--- src/rtl/thermocouple_spi_responder_pkg.sv ---
// Shared constants, state type and frame packing for the thermocouple SPI responder.
// Frame layout follows the MAX31855 word the reader's SPI master expects.
package thermocouple_pkg;

    localparam int unsigned FRAME_BITS = 32;

    localparam int unsigned TC_MSB     = 31;
    localparam int unsigned TC_LSB     = 18;
    localparam int unsigned FAULT_FLAG = 16;
    localparam int unsigned JT_MSB     = 15;
    localparam int unsigned JT_LSB     = 4;
    localparam int unsigned FAULT_MSB  = 2;

    typedef enum logic [1:0] {
        IDLE  = 2'b00,
        SHIFT = 2'b01
    } state_t;

    // Reserved bits 17 and 3 stay zero.
    function automatic logic [FRAME_BITS-1:0] pack_frame(
        input logic [13:0] tc,
        input logic [11:0] jt,
        input logic [2:0]  fault
    );
        logic [FRAME_BITS-1:0] f;
        f                      = '0;
        f[TC_MSB:TC_LSB]       = tc;
        f[FAULT_FLAG]          = |fault;
        f[JT_MSB:JT_LSB]       = jt;
        f[FAULT_MSB:0]         = fault;
        return f;
    endfunction

endpackage

--- src/rtl/thermocouple_spi_responder_if.sv ---
// SPI pin bundle between the thermocouple reader (master) and the sensor-side responder (slave).
interface thermocouple_spi_responder_if;

    logic cs_n;
    logic sclk;
    logic miso;
    logic miso_oe;

    modport master (
        output cs_n,
        output sclk,
        input  miso,
        input  miso_oe
    );

    modport slave (
        input  cs_n,
        input  sclk,
        output miso,
        output miso_oe
    );

endinterface

--- src/rtl/thermocouple_spi_responder_spi_sync_edge.sv ---
// Multi-flop synchronizer for one asynchronous SPI pin, plus a history flop for edge detection.
module spi_sync_edge #(
    parameter int unsigned SYNC_STAGES = 2,
    parameter logic        RESET_VAL   = 1'b0
) (
    input  logic clk,
    input  logic rst,
    input  logic din,
    output logic level,
    output logic rise,
    output logic fall
);

    logic [SYNC_STAGES-1:0] sync_q;
    logic                   hist_q;

    // Reset to the idle pin level so leaving reset never fakes an edge.
    always_ff @(posedge clk) begin
        if (rst) begin
            sync_q <= {SYNC_STAGES{RESET_VAL}};
            hist_q <= RESET_VAL;
        end else begin
            sync_q <= {sync_q[SYNC_STAGES-2:0], din};
            hist_q <= sync_q[SYNC_STAGES-1];
        end
    end

    assign level = sync_q[SYNC_STAGES-1];
    assign rise  = level & ~hist_q;
    assign fall  = ~level & hist_q;

endmodule

--- src/rtl/thermocouple_spi_responder.sv ---
// Sensor-side SPI responder emulating a MAX31855: snapshots temperatures and faults
// at cs_n fall and shifts the 32-bit frame out MSB first, SPI mode 0.
module thermocouple_spi_responder
    import thermocouple_pkg::*;
#(
    parameter int unsigned SYNC_STAGES = 2,
    parameter int unsigned FRAME_BITS  = 32
) (
    input  logic                          clk,
    input  logic                          rst,
    thermocouple_spi_responder_if.slave   spi,
    input  logic [13:0]                   tc_temp_in,
    input  logic [11:0]                   junction_temp_in,
    input  logic [2:0]                    fault_in,
    output logic                          frame_done,
    output logic                          frame_abort
);

    localparam int unsigned CNT_W = $clog2(FRAME_BITS + 1);

    logic cs_level, cs_rise, cs_fall;
    logic sclk_level_unused, sclk_rise, sclk_fall;

    spi_sync_edge #(.SYNC_STAGES(SYNC_STAGES), .RESET_VAL(1'b1)) u_cs_sync (
        .clk   (clk),
        .rst   (rst),
        .din   (spi.cs_n),
        .level (cs_level),
        .rise  (cs_rise),
        .fall  (cs_fall)
    );

    spi_sync_edge #(.SYNC_STAGES(SYNC_STAGES), .RESET_VAL(1'b0)) u_sclk_sync (
        .clk   (clk),
        .rst   (rst),
        .din   (spi.sclk),
        .level (sclk_level_unused),
        .rise  (sclk_rise),
        .fall  (sclk_fall)
    );

    state_t                 state_q, state_n;
    logic [FRAME_BITS-1:0]  shift_q, shift_n;
    logic [CNT_W-1:0]       cnt_q, cnt_n;
    logic                   miso_q, miso_n;
    logic                   oe_q, oe_n;
    logic                   done_q, done_n;
    logic                   abort_q, abort_n;
    logic [FRAME_BITS-1:0]  frame;

    assign frame = pack_frame(tc_temp_in, junction_temp_in, fault_in);

    always_ff @(posedge clk) begin
        if (rst) begin
            state_q <= IDLE;
            shift_q <= '0;
            cnt_q   <= '0;
            miso_q  <= 1'b0;
            oe_q    <= 1'b0;
            done_q  <= 1'b0;
            abort_q <= 1'b0;
        end else begin
            state_q <= state_n;
            shift_q <= shift_n;
            cnt_q   <= cnt_n;
            miso_q  <= miso_n;
            oe_q    <= oe_n;
            done_q  <= done_n;
            abort_q <= abort_n;
        end
    end

    always_comb begin
        state_n = state_q;
        shift_n = shift_q;
        cnt_n   = cnt_q;
        miso_n  = miso_q;
        oe_n    = oe_q;
        done_n  = 1'b0;
        abort_n = 1'b0;
        case (state_q)
            IDLE: begin
                miso_n = 1'b0;
                oe_n   = 1'b0;
                if (cs_fall) begin
                    shift_n = frame;
                    miso_n  = frame[FRAME_BITS-1];
                    oe_n    = 1'b1;
                    cnt_n   = '0;
                    state_n = SHIFT;
                end
            end
            SHIFT: begin
                // cs_n edges win over any sclk edge seen in the same cycle.
                if (cs_rise) begin
                    miso_n  = 1'b0;
                    oe_n    = 1'b0;
                    state_n = IDLE;
                    if (cnt_q == CNT_W'(FRAME_BITS)) done_n  = 1'b1;
                    else                             abort_n = 1'b1;
                end else if (!cs_level && sclk_rise) begin
                    if (cnt_q != CNT_W'(FRAME_BITS)) cnt_n = cnt_q + CNT_W'(1);
                end else if (!cs_level && sclk_fall) begin
                    shift_n = {shift_q[FRAME_BITS-2:0], 1'b0};
                    miso_n  = shift_q[FRAME_BITS-2];
                end
            end
            default: begin
                state_n = IDLE;
                miso_n  = 1'b0;
                oe_n    = 1'b0;
            end
        endcase
    end

    assign spi.miso     = miso_q;
    assign spi.miso_oe  = oe_q;
    assign frame_done   = done_q;
    assign frame_abort  = abort_q;

endmodule

--- src/flat_wrapper.sv ---
// flat-port wrapper written by rule: the top's interface ports become plain ports
module thermocouple_spi_responder_flat import thermocouple_pkg::*;
#(
    parameter int unsigned SYNC_STAGES = 2,
    parameter int unsigned FRAME_BITS  = 32
)
  (clk, rst, tc_temp_in, junction_temp_in, fault_in, frame_done, frame_abort, spi_cs_n, spi_sclk, spi_miso, spi_miso_oe);
  thermocouple_spi_responder_if spi_i ();
  input  logic clk;
  input  logic rst;
  input  logic [13:0] tc_temp_in;
  input  logic [11:0] junction_temp_in;
  input  logic [2:0] fault_in;
  output logic frame_done;
  output logic frame_abort;
  input wire logic [$bits(spi_i.cs_n)-1:0] spi_cs_n;
  input wire logic [$bits(spi_i.sclk)-1:0] spi_sclk;
  output wire logic [$bits(spi_i.miso)-1:0] spi_miso;
  output wire logic [$bits(spi_i.miso_oe)-1:0] spi_miso_oe;
  assign spi_i.cs_n = spi_cs_n;
  assign spi_i.sclk = spi_sclk;
  assign spi_miso = spi_i.miso;
  assign spi_miso_oe = spi_i.miso_oe;
  thermocouple_spi_responder #(.SYNC_STAGES(SYNC_STAGES), .FRAME_BITS(FRAME_BITS)) u_core (.clk(clk), .rst(rst), .spi(spi_i), .tc_temp_in(tc_temp_in), .junction_temp_in(junction_temp_in), .fault_in(fault_in), .frame_done(frame_done), .frame_abort(frame_abort));
endmodule
--- config.mk ---
export PLATFORM = sky130hd
export DESIGN_NAME = thermocouple_spi_responder_flat
export DESIGN_NICKNAME = d
export VERILOG_FILES = /design/src/rtl/thermocouple_spi_responder_pkg.sv /design/src/rtl/thermocouple_spi_responder_if.sv /design/src/rtl/thermocouple_spi_responder_spi_sync_edge.sv /design/src/rtl/thermocouple_spi_responder.sv /design/src/flat_wrapper.sv
export SDC_FILE = /design/constraint.sdc
export NUM_CORES = 1
export LEC_CHECK = 0
export ABC_AREA = 0
export BUFFER_PORTS_ARGS = -buffer_cell sky130_fd_sc_hd__buf_4
export CORE_UTILIZATION = 44
export DETAILED_ROUTE_END_ITERATION = 8
export GPL_ROUTABILITY_DRIVEN = 0
export PLACE_DENSITY = 0.75
export SYNTH_ARGS = -nofsm -noshare
export SYNTH_HDL_FRONTEND = slang
export SYNTH_SLANG_ARGS = --single-unit
--- constraint.sdc ---
create_clock -name clk -period 1.9 [get_ports clk]
set_clock_uncertainty 0.2 [all_clocks]
set_input_delay 0.095 -clock clk [delete_from_list [all_inputs] [get_ports clk]]
set_output_delay 0.095 -clock clk [all_outputs]
set_load 0.005 [all_outputs]
==> Word-level counts from Yosys, hierarchy flattened <==
Index checks and enable logic that the tools add are counted.
{ "word_totals": {"reg_bits": 49, "input_bits": 33, "wordCells": 68, "out_inout_bits": 4} }
{ "op_classes": {"mux": 23, "bitwise_logic": 10, "addsub": 1, "eq_ne": 12, "n_reduce_logical": 11} }
{ "op_table": {"columns": ["operator", "n"], "rows": [
  ["31-bit 2-to-1 mux", 4],
  ["31-bit case mux with 2 select lines", 1],
  ["6-bit 2-to-1 mux", 4],
  ["6-bit case mux with 2 select lines", 1],
  ["2-bit by 1-bit != test with 1-bit output (second input constant)", 5],
  ["5-bit AND reduction", 2],
  ["1-bit 2-to-1 mux", 8],
  ["6-bit by 1-bit adder with 6-bit output (second input constant)", 1],
  ["6-bit equality test (second input constant)", 1],
  ["6-bit != test (second input constant)", 1],
  ["1-bit NOT", 6],
  ["3-bit OR reduction", 2],
  ["1-bit AND", 4],
  ["2-bit 2-to-1 mux", 2],
  ["2-bit != test (second input constant)", 2],
  ["1-bit case mux with 2 select lines", 2],
  ["2-bit case mux with 2 select lines", 1],
  ["2-bit AND reduction", 2],
  ["3-bit by 1-bit != test with 1-bit output (second input constant)", 1],
  ["3-bit by 2-bit != test with 1-bit output (second input constant)", 1],
  ["2-bit by 1-bit equality test with 1-bit output (second input constant)", 1],
  ["1-bit logical AND", 2],
  ["2-bit zero test", 1],
  ["2-bit nonzero test", 1],
  ["1-bit zero test", 1]
]} }

==> Depth between registers and ports, before layout <==
{ "logic_depth": {"depth_word": 7, "ltp_mapped": 7} }

==> By module <==
A second synthesis with hierarchy kept.
{ "hier_totals": {"hier_cells": 244, "hier_area_um2": 2359.8} }
{ "modules_own_cells": {"columns": ["mod", "area_each_um2", "cells_each", "instances"], "rows": [
  ["thermocouple_spi_responder", 2175.8, 228, 1],
  ["spi_sync_edge (u_core.u_cs_sync)", 92.6, 8, 1],
  ["spi_sync_edge (u_core.u_sclk_sync)", 91.3, 8, 1]
]} }

==> Worst setup path before layout <==
No wires, ideal clock.
{ "synth_path": {"kind": "reg-to-reg", "startpoint": "reg u_core.cnt_q[0]", "endpoint": "reg u_core.cnt_q[5]", "setup_time_ps": 74, "t_arrival_ps": 1337, "path_buffers": 0, "path_stages_with_launch": 6, "setup_slack_ps": 289, "synth_period_minus_slack_ps": 1611, "path_cell_list": "dfxtp_1 -> inv_1 -> ha_1 -> a21o_4 -> or3_1 -> a31oi_1"} }
{ "synth_between": {"elab_chain_cells": 5} }
{ "synth_lines": {"columns": ["element", "line", "rtl"], "rows": [
  ["start, declared", "thermocouple_spi_responder.sv:44", "logic [CNT_W-1:0] cnt_q, cnt_n;"],
  ["start signal, assigned", "thermocouple_spi_responder.sv:65", "cnt_q <= cnt_n;"],
  ["6-bit by 1-bit adder with 6-bit output", "thermocouple_spi_responder.sv:102", "if (cnt_q != CNT_W'(FRAME_BITS)) cnt_n = cnt_q + CNT_W'(1);"],
  ["6-bit 2-to-1 mux", "thermocouple_spi_responder.sv:102", null],
  ["6-bit 2-to-1 mux", "thermocouple_spi_responder.sv:101", "end else if (!cs_level && sclk_rise) begin"],
  ["6-bit 2-to-1 mux", "thermocouple_spi_responder.sv:95", "if (cs_rise) begin"],
  ["6-bit case mux with 2 select lines", "thermocouple_spi_responder.sv:81", "case (state_q)"]
]} }
Several ways; a longest one is shown, not always the timed one. The select of a mux whose other input is x is not followed.
A chain may end at the register's enable or synchronous reset.

==> Final worst setup path <==
Ends and elaborated chain as after synthesis.

==> flow_summary.yaml <==
critical_path:
  r2r_start: "u_core.cnt_q[0]"
  path_delay_family: "compound AO/OA/AOI/OAI gates"
  critPathSlowestCell: "dfxtp_1"
  critPathKind: "register to register"
  path_cells: "inv_1 -> ha_1 -> a21o_4 -> or3_1 -> a31oi_1"
  critPathLaunchType: "register"
  worstPathRequired_ns: 1.93
  end_kind: "register"
  crit_fanout: 9
  crit_cells: 5
  path_buf_inv: 1
  critPathLaunch: "u_core.cnt_q[0]"
  cp_data_arrival_time_ns: 1.75
  reg2reg_depth: 5
  slowest_delay_ns: 0.38
die:
  die_area_sq_mm: 0.005035
  start_util: 0.4676
  num_rows: 24
  die_x_um: 70.96
  die_y_um: 70.96
  core-area_sq_mm: 0.004474
  io_pins: 37
power_and_ir_drop:
  clkPwrFrac: 0.352
  power.share.switching: 0.2284
  leakage_uw: 0.001007
  switchingPower_uw: 470.1
  comb_power_share: 0.128
  power_density_mw_per_mm2: 733.0
  vdd_ir_drop_max_mv: 0.7903
  internal-power_uw: 1588
  seq_power_share: 0.520
timing:
  report.final.slew_viol_count: 0
  setup_viol: 0
  worst_pin_slew_ns: 0.4742
  rsz0062_at_grt: "no"
  clock.fmax_ghz: 0.5795
  slew-limit-headroom: 0.6839
  finalCriticalPeriod_ns: 1.726
  hold_viol_final: 0
  fin_crit_sh: 0.9083
  finalSetupTns_ns: 0
route:
  via_per_inst: 5.375
  drt-wirelength-per-cell_um: 12.86
  ant_nets: 0
  routed_wl_mm: 4.283
  met2_length_mm: 2.112
  met1_length_mm: 2.005
  vias: 1790
  dr.pass1.iters: 6
  wl_met3_um: 134
  maxUsedRoutingLayer: "met4"
  drc: 0
  drtIter0Drc: 98
clocking:
  cts-buffers-inserted: 5
  cts-root-buf: "clkbuf_8"
  clkTransAtPathRegs_ns: 0.09
  clock_path_buffers: 2
  h-tree-depth: 2
  clock_sinks: 48
  cts_tree: "yes"
  clk_latency_ns: 0.30
  post-cts-setup-buffers: 0
cells_and_area:
  fin_area_sq_mm: 0.002808
  nets: 315
  num_antenna_cells: 0
  syn_to_final_growth_pct: 34.21
  fillCellCount: 380
  drive_gt1_frac: 0.2028
worst_hold_path:
  hp-class: "input pin to register"
  holdPathStages: 3
  worstHoldStart: "junction_temp_in[9]"
global_route:
  grt_first_pass_wirelength_mm: 7.348
  grt_usage: 0.1845
  overflow: 0
  grt_pass1_vias: 1707
  grt_max_degree: 48
  antenna_found_initial: 0
placed_design:
  dp_hpwl_mm: 2.600
  io_buffers: 36
  dpl_cell_area_sq_mm: 0.002396
synth:
  syn_inst: 220
  ys_seq_area_frac: 0.4593
  synth_warnings: 0
  synth_nets: 255
  syn_area_per_cell_sq_um: 9.509
  synthDistinctLibCells: 30
  syn_area_sq_mm: 0.002092
  ys_seq_elements: 48
outcome:
  run_status: "finished clean"
job:
  cap_violations: 0
[flip-flops by register name (all words and copies together) (netlist names)]
| name | cells |
|---|---|
| u_core.u_cs_sync.sync_q | 2 |
| u_core.u_cs_sync.hist_q | 1 |
| u_core.frame_abort | 1 |
| u_core.u_sclk_sync.sync_q | 2 |
| u_core.spi.miso | 1 |
| u_core.frame_done | 1 |
| u_core.u_sclk_sync.hist_q | 1 |
| u_core.cnt_q | 6 |
| u_core.shift_q | 31 |
| u_core.state_q | 1 |
| u_core.spi.miso_oe | 1 |
[power by group through the flow]
stage | clock network, uW | registers, uW | logic [uW]
2_1_floorplan | 0 | 1090 | 138
3_3_place_gp | 0 | 1090 | 206
3_5_place_dp | 0 | 1090 | 210
4_1_cts | 741 | 1070 | 260
5_1_grt | 786 | 1080 | 287
6_report | 725 | 1070 | 263
[metrics by stage]
step / setup slack (ns) / hold slack [ns] / util / instances / power [uW]
after floorplan: 0.2888 / -0.001189 / - / 220 / 1224
after global placement: 0.2616 / 0.08238 / 0.5355 / 295 / 1299
after detailed placement: 0.1989 / 0.08240 / 0.5355 / 295 / 1305
after CTS: 0.1794 / 0.0009842 / 0.6275 / 333 / 2071
after global routing: 0.05352 / 0.02706 / 0.6275 / 333 / 2150
final: 0.1743 / 0.01633 / 0.6275 / 333 / 2058
[worst min-delay path, stage by stage]
cell      delay (ns)
buf_4           0.11
mux2i_1         0.17
a211oi_1        0.10
[Yosys cell counts]
library cell,count,area share
dfxtp_1,48,0.46
nor2_1,31,0.056
mux2i_1,29,0.14
a211oi_1,27,0.097
nand3_1,14,0.033
a21oi_1,11,0.026
buf_2,9,0.022
clkbuf_1,7,0.013
nand2_1,6,0.011
nand2b_1,5,0.015
inv_1,4,0.0072
nor2b_1,4,0.012
or2_2,3,0.0090
ha_1,2,0.012
o211ai_1,2,0.0072
o31a_1,2,0.0084
or3_1,2,0.0060
or3b_1,2,0.0084
a21o_4,1,0.0072
a21oi_2,1,0.0042
a221oi_1,1,0.0042
a31oi_1,1,0.0030
buf_6,1,0.0054
nand3b_1,1,0.0036
nand4bb_4,1,0.013
nor3_1,1,0.0024
nor4b_2,1,0.0072
o21ai_0,1,0.0024
or2_1,1,0.0030
or3b_2,1,0.0042
[cell families (layout without fill, tap and decap cells)]
group,after synthesis,count (layout),share of synthesized area
adders and majority gates,2,2,0.01196
and+or+nand+nor,73,73,0.1836
muxes,29,29,0.1388
buffers and inverters,21,82,0.04665
DFF,48,48,0.4593
AOI/OAI and AO/OA,47,47,0.1597
[layout by cell type (no fill, tap or decap)]
master         count
inv_1              4
a31oi_1            1
a21oi_4            1
nor2b_1            4
or3b_2             1
o21ai_0            1
clkbuf_8           5
bufinv_16          1
nor4b_2            1
dlygate4sd3_1     30
o211ai_1           2
dfxtp_1           47
nand3b_1           1
buf_4             39
nand4bb_4          1
nand3_1           14
or3_1              2
nand2b_1           5
a21o_4             1
clkinvlp_4         1
or2_2              3
ha_1               2
dfxtp_2            1
nand2_1            6
a21oi_1           11
nor3_1             1
o31a_1             2
or3b_1             2
clkinv_2           1
a211oi_1          27
a221oi_1           1
nor2_1            31
buf_12             1
mux2i_1           29
or2_1              1
[final cells by class]
class | count | area (sq um) | area share
Multi-Input combinational cell | 151 | 1041 | 0.3708
Sequential cell | 48 | 962.2 | 0.3427
Timing Repair Buffer | 70 | 613.1 | 0.2184
Clock buffer | 5 | 68.82 | 0.02451
Tap cell | 52 | 65.06 | 0.02317
Clock inverter | 3 | 42.54 | 0.01515
Inverter | 4 | 15.01 | 0.005348
[what timing repair did]
item | in CTS | in global routing
hold buffers | 30 | 0
resized for setup | 0 | 0
endpoints found under the hold margin | 30 | 0
[final timing paths]
check                                                   to  slack [ns]
worst min register to register  u_core.u_cs_sync.sync_q[1]        0.22
worst min-delay path                    u_core.shift_q[13]        0.02
worst max-delay path                       u_core.cnt_q[5]        0.17
worst max register to register             u_core.cnt_q[5]        0.17
[per-layer routing]
metal / up-vias / track usage
met4: 0 / 0.05333
met3: 4 / 0.05128
met2: 35 / 0.3194
met5: - / 0
li1: 905 / -
met1: 846 / 0.2242
Power figures use the tool's default switching activity.
